===== config.mk =====
export PLATFORM = sky130hd
export DESIGN_NAME = id_ex_stage
export DESIGN_NICKNAME = d
export VERILOG_FILES = /design/src/rtl/id_ex_stage.sv
export SDC_FILE = /design/constraint.sdc
export NUM_CORES = 1
export LEC_CHECK = 0
export BUFFER_PORTS_ARGS = -buffer_cell sky130_fd_sc_hd__buf_2
export CAP_MARGIN = 30
export CORE_AREA = 2 2 149 151
export DETAILED_ROUTE_END_ITERATION = 8
export DIE_AREA = 0 0 151 153
export PLACE_DENSITY = 0.57
export SYNTH_ARGS = -nofsm -noshare
export SYNTH_HDL_FRONTEND = slang
export SYNTH_SLANG_ARGS = --single-unit

===== constraint.sdc =====
create_clock -name clk -period 4 [get_ports clk]
set_input_delay 0.8 -clock clk [delete_from_list [all_inputs] [get_ports clk]]
set_output_delay 0.8 -clock clk [all_outputs]
set_load 0.02 [all_outputs]

===== src/rtl/id_ex_stage.sv =====
// ID/EX pipeline boundary: WB bypass into captured operands, load-use
// hazard detection with bubble insertion, and EX-flush squash.
module id_ex_stage #(
    parameter int unsigned XLEN = 32
) (
    input  logic            clk,
    input  logic            reset,
    input  logic            id_valid,
    input  logic [XLEN-1:0] id_pc,
    input  logic [4:0]      id_rs1,
    input  logic [4:0]      id_rs2,
    input  logic [4:0]      id_rd,
    input  logic            id_uses_rs1,
    input  logic            id_uses_rs2,
    input  logic [XLEN-1:0] read_data1,
    input  logic [XLEN-1:0] read_data2,
    input  logic [XLEN-1:0] id_imm,
    input  logic            id_RegWrite,
    input  logic            id_MemRead,
    input  logic            id_MemWrite,
    input  logic            id_MemToReg,
    input  logic            id_ALUSrc,
    input  logic            id_Branch,
    input  logic [3:0]      id_ALUOp,
    input  logic            wb_RegWrite,
    input  logic [4:0]      wb_Rd,
    input  logic [XLEN-1:0] wb_Write_data,
    input  logic            flush_ex,
    output logic            stall,
    output logic            ex_valid,
    output logic [XLEN-1:0] ex_pc,
    output logic [XLEN-1:0] ex_rs1_data,
    output logic [XLEN-1:0] ex_rs2_data,
    output logic [XLEN-1:0] ex_imm,
    output logic [4:0]      ex_rs1,
    output logic [4:0]      ex_rs2,
    output logic [4:0]      ex_rd,
    output logic            ex_RegWrite,
    output logic            ex_MemRead,
    output logic            ex_MemWrite,
    output logic            ex_MemToReg,
    output logic            ex_ALUSrc,
    output logic            ex_Branch,
    output logic [3:0]      ex_ALUOp,
    output logic [31:0]     bubble_count
);

    localparam int unsigned REGW   = 5;
    localparam int unsigned ALUOPW = 4;
    localparam int unsigned CNTW   = 32;

    logic              w_hazard;
    logic              w_byp1;
    logic              w_byp2;
    logic [XLEN-1:0]   w_op1;
    logic [XLEN-1:0]   w_op2;

    logic              r_valid;
    logic [XLEN-1:0]   r_pc;
    logic [XLEN-1:0]   r_rs1_data;
    logic [XLEN-1:0]   r_rs2_data;
    logic [XLEN-1:0]   r_imm;
    logic [REGW-1:0]   r_rs1;
    logic [REGW-1:0]   r_rs2;
    logic [REGW-1:0]   r_rd;
    logic              r_regwrite;
    logic              r_memread;
    logic              r_memwrite;
    logic              r_memtoreg;
    logic              r_alusrc;
    logic              r_branch;
    logic [ALUOPW-1:0] r_aluop;
    logic [CNTW-1:0]   r_bubble_count;

    // Load-use hazard detection and same-cycle writeback bypass.
    always_comb begin
        w_hazard = 1'b0;
        w_byp1   = 1'b0;
        w_byp2   = 1'b0;
        w_op1    = read_data1;
        w_op2    = read_data2;
        if (r_valid && r_memread && (r_rd != REGW'(0)) && id_valid) begin
            w_hazard = (id_uses_rs1 && (id_rs1 == r_rd)) ||
                       (id_uses_rs2 && (id_rs2 == r_rd));
        end
        w_byp1 = wb_RegWrite && (wb_Rd != REGW'(0)) && (wb_Rd == id_rs1);
        w_byp2 = wb_RegWrite && (wb_Rd != REGW'(0)) && (wb_Rd == id_rs2);
        if (w_byp1) w_op1 = wb_Write_data;
        if (w_byp2) w_op2 = wb_Write_data;
    end

    // EX register update: reset, then flush bubble, then hazard bubble, else capture.
    always_ff @(posedge clk) begin
        if (reset || flush_ex || w_hazard) begin
            r_valid    <= 1'b0;
            r_pc       <= '0;
            r_rs1_data <= '0;
            r_rs2_data <= '0;
            r_imm      <= '0;
            r_rs1      <= '0;
            r_rs2      <= '0;
            r_rd       <= '0;
            r_regwrite <= 1'b0;
            r_memread  <= 1'b0;
            r_memwrite <= 1'b0;
            r_memtoreg <= 1'b0;
            r_alusrc   <= 1'b0;
            r_branch   <= 1'b0;
            r_aluop    <= '0;
        end else begin
            r_valid    <= id_valid;
            r_pc       <= id_pc;
            r_rs1_data <= w_op1;
            r_rs2_data <= w_op2;
            r_imm      <= id_imm;
            r_rs1      <= id_rs1;
            r_rs2      <= id_rs2;
            r_rd       <= id_rd;
            r_regwrite <= id_valid && id_RegWrite;
            r_memread  <= id_valid && id_MemRead;
            r_memwrite <= id_valid && id_MemWrite;
            r_memtoreg <= id_valid && id_MemToReg;
            r_alusrc   <= id_valid && id_ALUSrc;
            r_branch   <= id_valid && id_Branch;
            r_aluop    <= id_valid ? id_ALUOp : ALUOPW'(0);
        end
    end

    // Saturating count of load-use bubbles; flush bubbles are not counted.
    always_ff @(posedge clk) begin
        if (reset) begin
            r_bubble_count <= '0;
        end else if (!flush_ex && w_hazard && (r_bubble_count != '1)) begin
            r_bubble_count <= r_bubble_count + CNTW'(1);
        end
    end

    assign stall        = w_hazard && !flush_ex;
    assign ex_valid     = r_valid;
    assign ex_pc        = r_pc;
    assign ex_rs1_data  = r_rs1_data;
    assign ex_rs2_data  = r_rs2_data;
    assign ex_imm       = r_imm;
    assign ex_rs1       = r_rs1;
    assign ex_rs2       = r_rs2;
    assign ex_rd        = r_rd;
    assign ex_RegWrite  = r_regwrite;
    assign ex_MemRead   = r_memread;
    assign ex_MemWrite  = r_memwrite;
    assign ex_MemToReg  = r_memtoreg;
    assign ex_ALUSrc    = r_alusrc;
    assign ex_Branch    = r_branch;
    assign ex_ALUOp     = r_aluop;
    assign bubble_count = r_bubble_count;

endmodule


==> results.py <==
metrics = {
    "floorplanning": {
        "die_h_um": 153,
        "num_io_pins": 384,
        "die_w_um": 151,
        "core-area_mm2": 0.02149,
        "die_area_mm2": 0.02310,
        "rows": 54,
        "initial_utilization": 0.3094,
    },
    "grt": {
        "grt_max_degree": 65,
        "grt_pass1_vias": 5758,
        "antenna_found_initial": 4,
        "grt_use_total": 0.1801,
        "grt_first_pass_wirelength_mm": 31.71,
        "grt_overflow": 0,
    },
    "cts": {
        "numClockSinks": 186,
        "cts_buffer_depth": 2,
        "cts_buffers": 17,
        "cts_hold_buffers": 0,
        "htreeDepth": 4,
        "clk_pin_slew_ns": 0.08,
        "ctsResizeCount": 0,
        "cts_root_buffer": "clkbuf_16",
        "worst_skew_pair.late_latency_ns": 0.43,
        "cts_tree": "built",
        "postCtsSetupBuffers": 0,
    },
    "drt": {
        "drt_iter0_drc": 178,
        "wl_mm": 21.23,
        "first_pass_iters": 4,
        "vias_per_cell": 4.459,
        "drcViolationCount": 0,
        "drt-wirelength-per-cell_um": 16.32,
        "vias": 5801,
        "drtAntennaViolNets": 0,
    },
    "sta": {
        "grt_setup_unrepaired": "false",
        "hold_ws_ns": 0.4989,
        "hold_viol_final": 0,
        "fin_skew_ns": 0.01649,
        "fin_crit_sh": 0.7342,
        "max_slew_margin": 0.5286,
        "final_max_slew_viol_count": 0,
        "fin_tns_setup_ns": 0,
        "fin_ws_ns": 1.063,
        "setup_violations": 0,
        "period_minus_slack_ns": 2.937,
        "max_freq_ghz": 0.3405,
        "worstMarginPinSlew_ns": 0.7071,
    },
    "place": {
        "port_buffers": 383,
        "dpl-instance-area_mm2": 0.008786,
        "dp_hpwl_mm": 16.46,
        "gp_congestion": 0.8098,
        "preCtsSetupSlack_ns": 1.076,
    },
    "setup_path": {
        "worstPathMaxFanout": 9,
        "crit_required_ns": 3.20,
        "startpoint_type": "register",
        "worstSetupEndpointType": "output port",
        "worstPathArrival_ns": 2.14,
        "path_class": "register to output port",
    },
    "layout": {
        "final_nets": 1204,
        "seq_area_mm2": 0.003724,
        "fin_area_mm2": 0.009397,
        "multiInputGateArea_mm2": 0.002726,
        "final_cell_mix": "buf_2 (383), dfxtp_1 (186), and2_1 (83), nor2_1 (81), mux2i_1 (65)",
        "syn2layout_area_growth_pct": 41.35,
        "layout-drive-gt1-share": 0.4239,
        "final_common_cell": "buf_2",
        "nFillCells": 2156,
    },
    "job": {
        "maxCapViolCount": 0,
    },
    "hold_path": {
        "holdCritPathClass": "register to register",
    },
    "power": {
        "total_power_mw": 4.073,
        "power.density_mw_per_mm2": 433.5,
        "vdd_drop_max_mv": 0.2459,
        "power_leakage_nw": 4.462,
    },
    "status": {
        "status": "finished clean",
    },
    "synthesis": {
        "syn-mean-instance-area_um2": 10.52,
        "syn_area_mm2": 0.006648,
        "yosysWarnings": 0,
        "synthCells": 632,
        "synth-seq-cells": 186,
        "seq_area_frac_synth": 0.5601,
        "synth_cell_types": 39,
        "syn-num-nets": 830,
    },
}
-- cells by family after synthesis --
| kind of cell | Yosys count | share of synthesized area |
|---|---|---|
| compound gates | 48 | 0.04254 |
| xor+xnor | 30 | 0.03953 |
| fa+ha+maj | 1 | 0.001882 |
| buf+inv | 38 | 0.03256 |
| flops | 186 | 0.5601 |
| mux | 66 | 0.09957 |
| simple gates | 263 | 0.2238 |
-- final timing paths --
check | slack (ns) | startpoint | to | cells past startpoint
max | 1.06 | ex_rd[1] | stall | 4
min | 0.50 | bubble_count[15] | bubble_count[15] | 2
min reg2reg | 0.50 | bubble_count[15] | bubble_count[15] | 2
max reg2reg | 1.55 | ex_rd[3] | bubble_count[9] | 6
-- Yosys cell counts --
library cell,instances,share of area
nand4b_1,1,0.0013
nor4b_4,1,0.0036
or3_1,16,0.015
o21ai_0,15,0.011
nor2_1,81,0.046
ha_1,1,0.0019
o31ai_1,5,0.0056
nand3_1,17,0.013
a31oi_1,2,0.0019
nand4_4,1,0.0032
nand2_1,15,0.0085
and4b_1,1,0.0015
a21oi_1,20,0.015
buf_2,10,0.0075
nand4_1,10,0.0094
buf_6,8,0.014
nor3_4,1,0.0024
and2_1,83,0.078
dfxtp_1,186,0.56
clkbuf_2,1,0.00075
o211a_1,1,0.0015
nor3_1,2,0.0015
xnor2_1,17,0.022
mux2_2,1,0.0017
mux2i_1,65,0.098
clkbuf_1,14,0.0079
a311oi_1,1,0.0013
xor2_1,13,0.017
and4_1,4,0.0053
inv_1,5,0.0028
nor4_2,2,0.0038
nor2b_1,2,0.0019
nand3_2,3,0.0045
or4_1,7,0.0079
and3_1,15,0.014
nor4_4,1,0.0032
o22ai_4,1,0.0030
o2111ai_1,1,0.0013
o21ai_1,2,0.0015
-- metal layers --
metal / track usage / part of all wire
met5: 0 / 0.00061
met4: 0.05919 / 0.022
met3: 0.07552 / 0.10
met2: 0.3071 / 0.48
met1: 0.2019 / 0.39
-- final cells by class --
class	count	share of cell area
Timing Repair Buffer	388	0.2093
Tap cell	280	0.03728
Multi-Input combinational cell	408	0.2901
Sequential cell	186	0.3963
Clock inverter	15	0.01917
Clock buffer	17	0.04527
Antenna cell	2	0.0005326
Inverter	5	0.001997
-- state kept, by name, indices dropped and copies added (netlist names), 4 cells and up --
| signal | count |
|---|---|
| bubble_count | 32 |
| ex_imm | 32 |
| ex_pc | 32 |
| ex_rs1_data | 32 |
| ex_rs2_data | 32 |
| ex_rd | 5 |
| ex_rs1 | 5 |
| ex_rs2 | 5 |
| ex_ALUOp | 4 |
-- power by group --
group | switching, mW | internal, mW
sequential | 0.0204 | 1.91
clock | 0.806 | 0.950
combinational | 0.218 | 0.167
total | 1.04 | 3.03
-- per-stage QoR --
stage	util	instances
4_1_cts	0.4371	1299
2_1_floorplan	-	632
6_report	0.4373	1301
3_5_place_dp	0.4089	1267
3_3_place_gp	0.4089	1267
5_1_grt	0.4372	1300
-- critical path, stage by stage (launching register included) --
cell and delay [ns]:
dfxtp_1 0.41, or4_1 0.57, o211a_1 0.35, and2_1 0.22
buf_2 0.16
(Power assumes the default switching activity.)
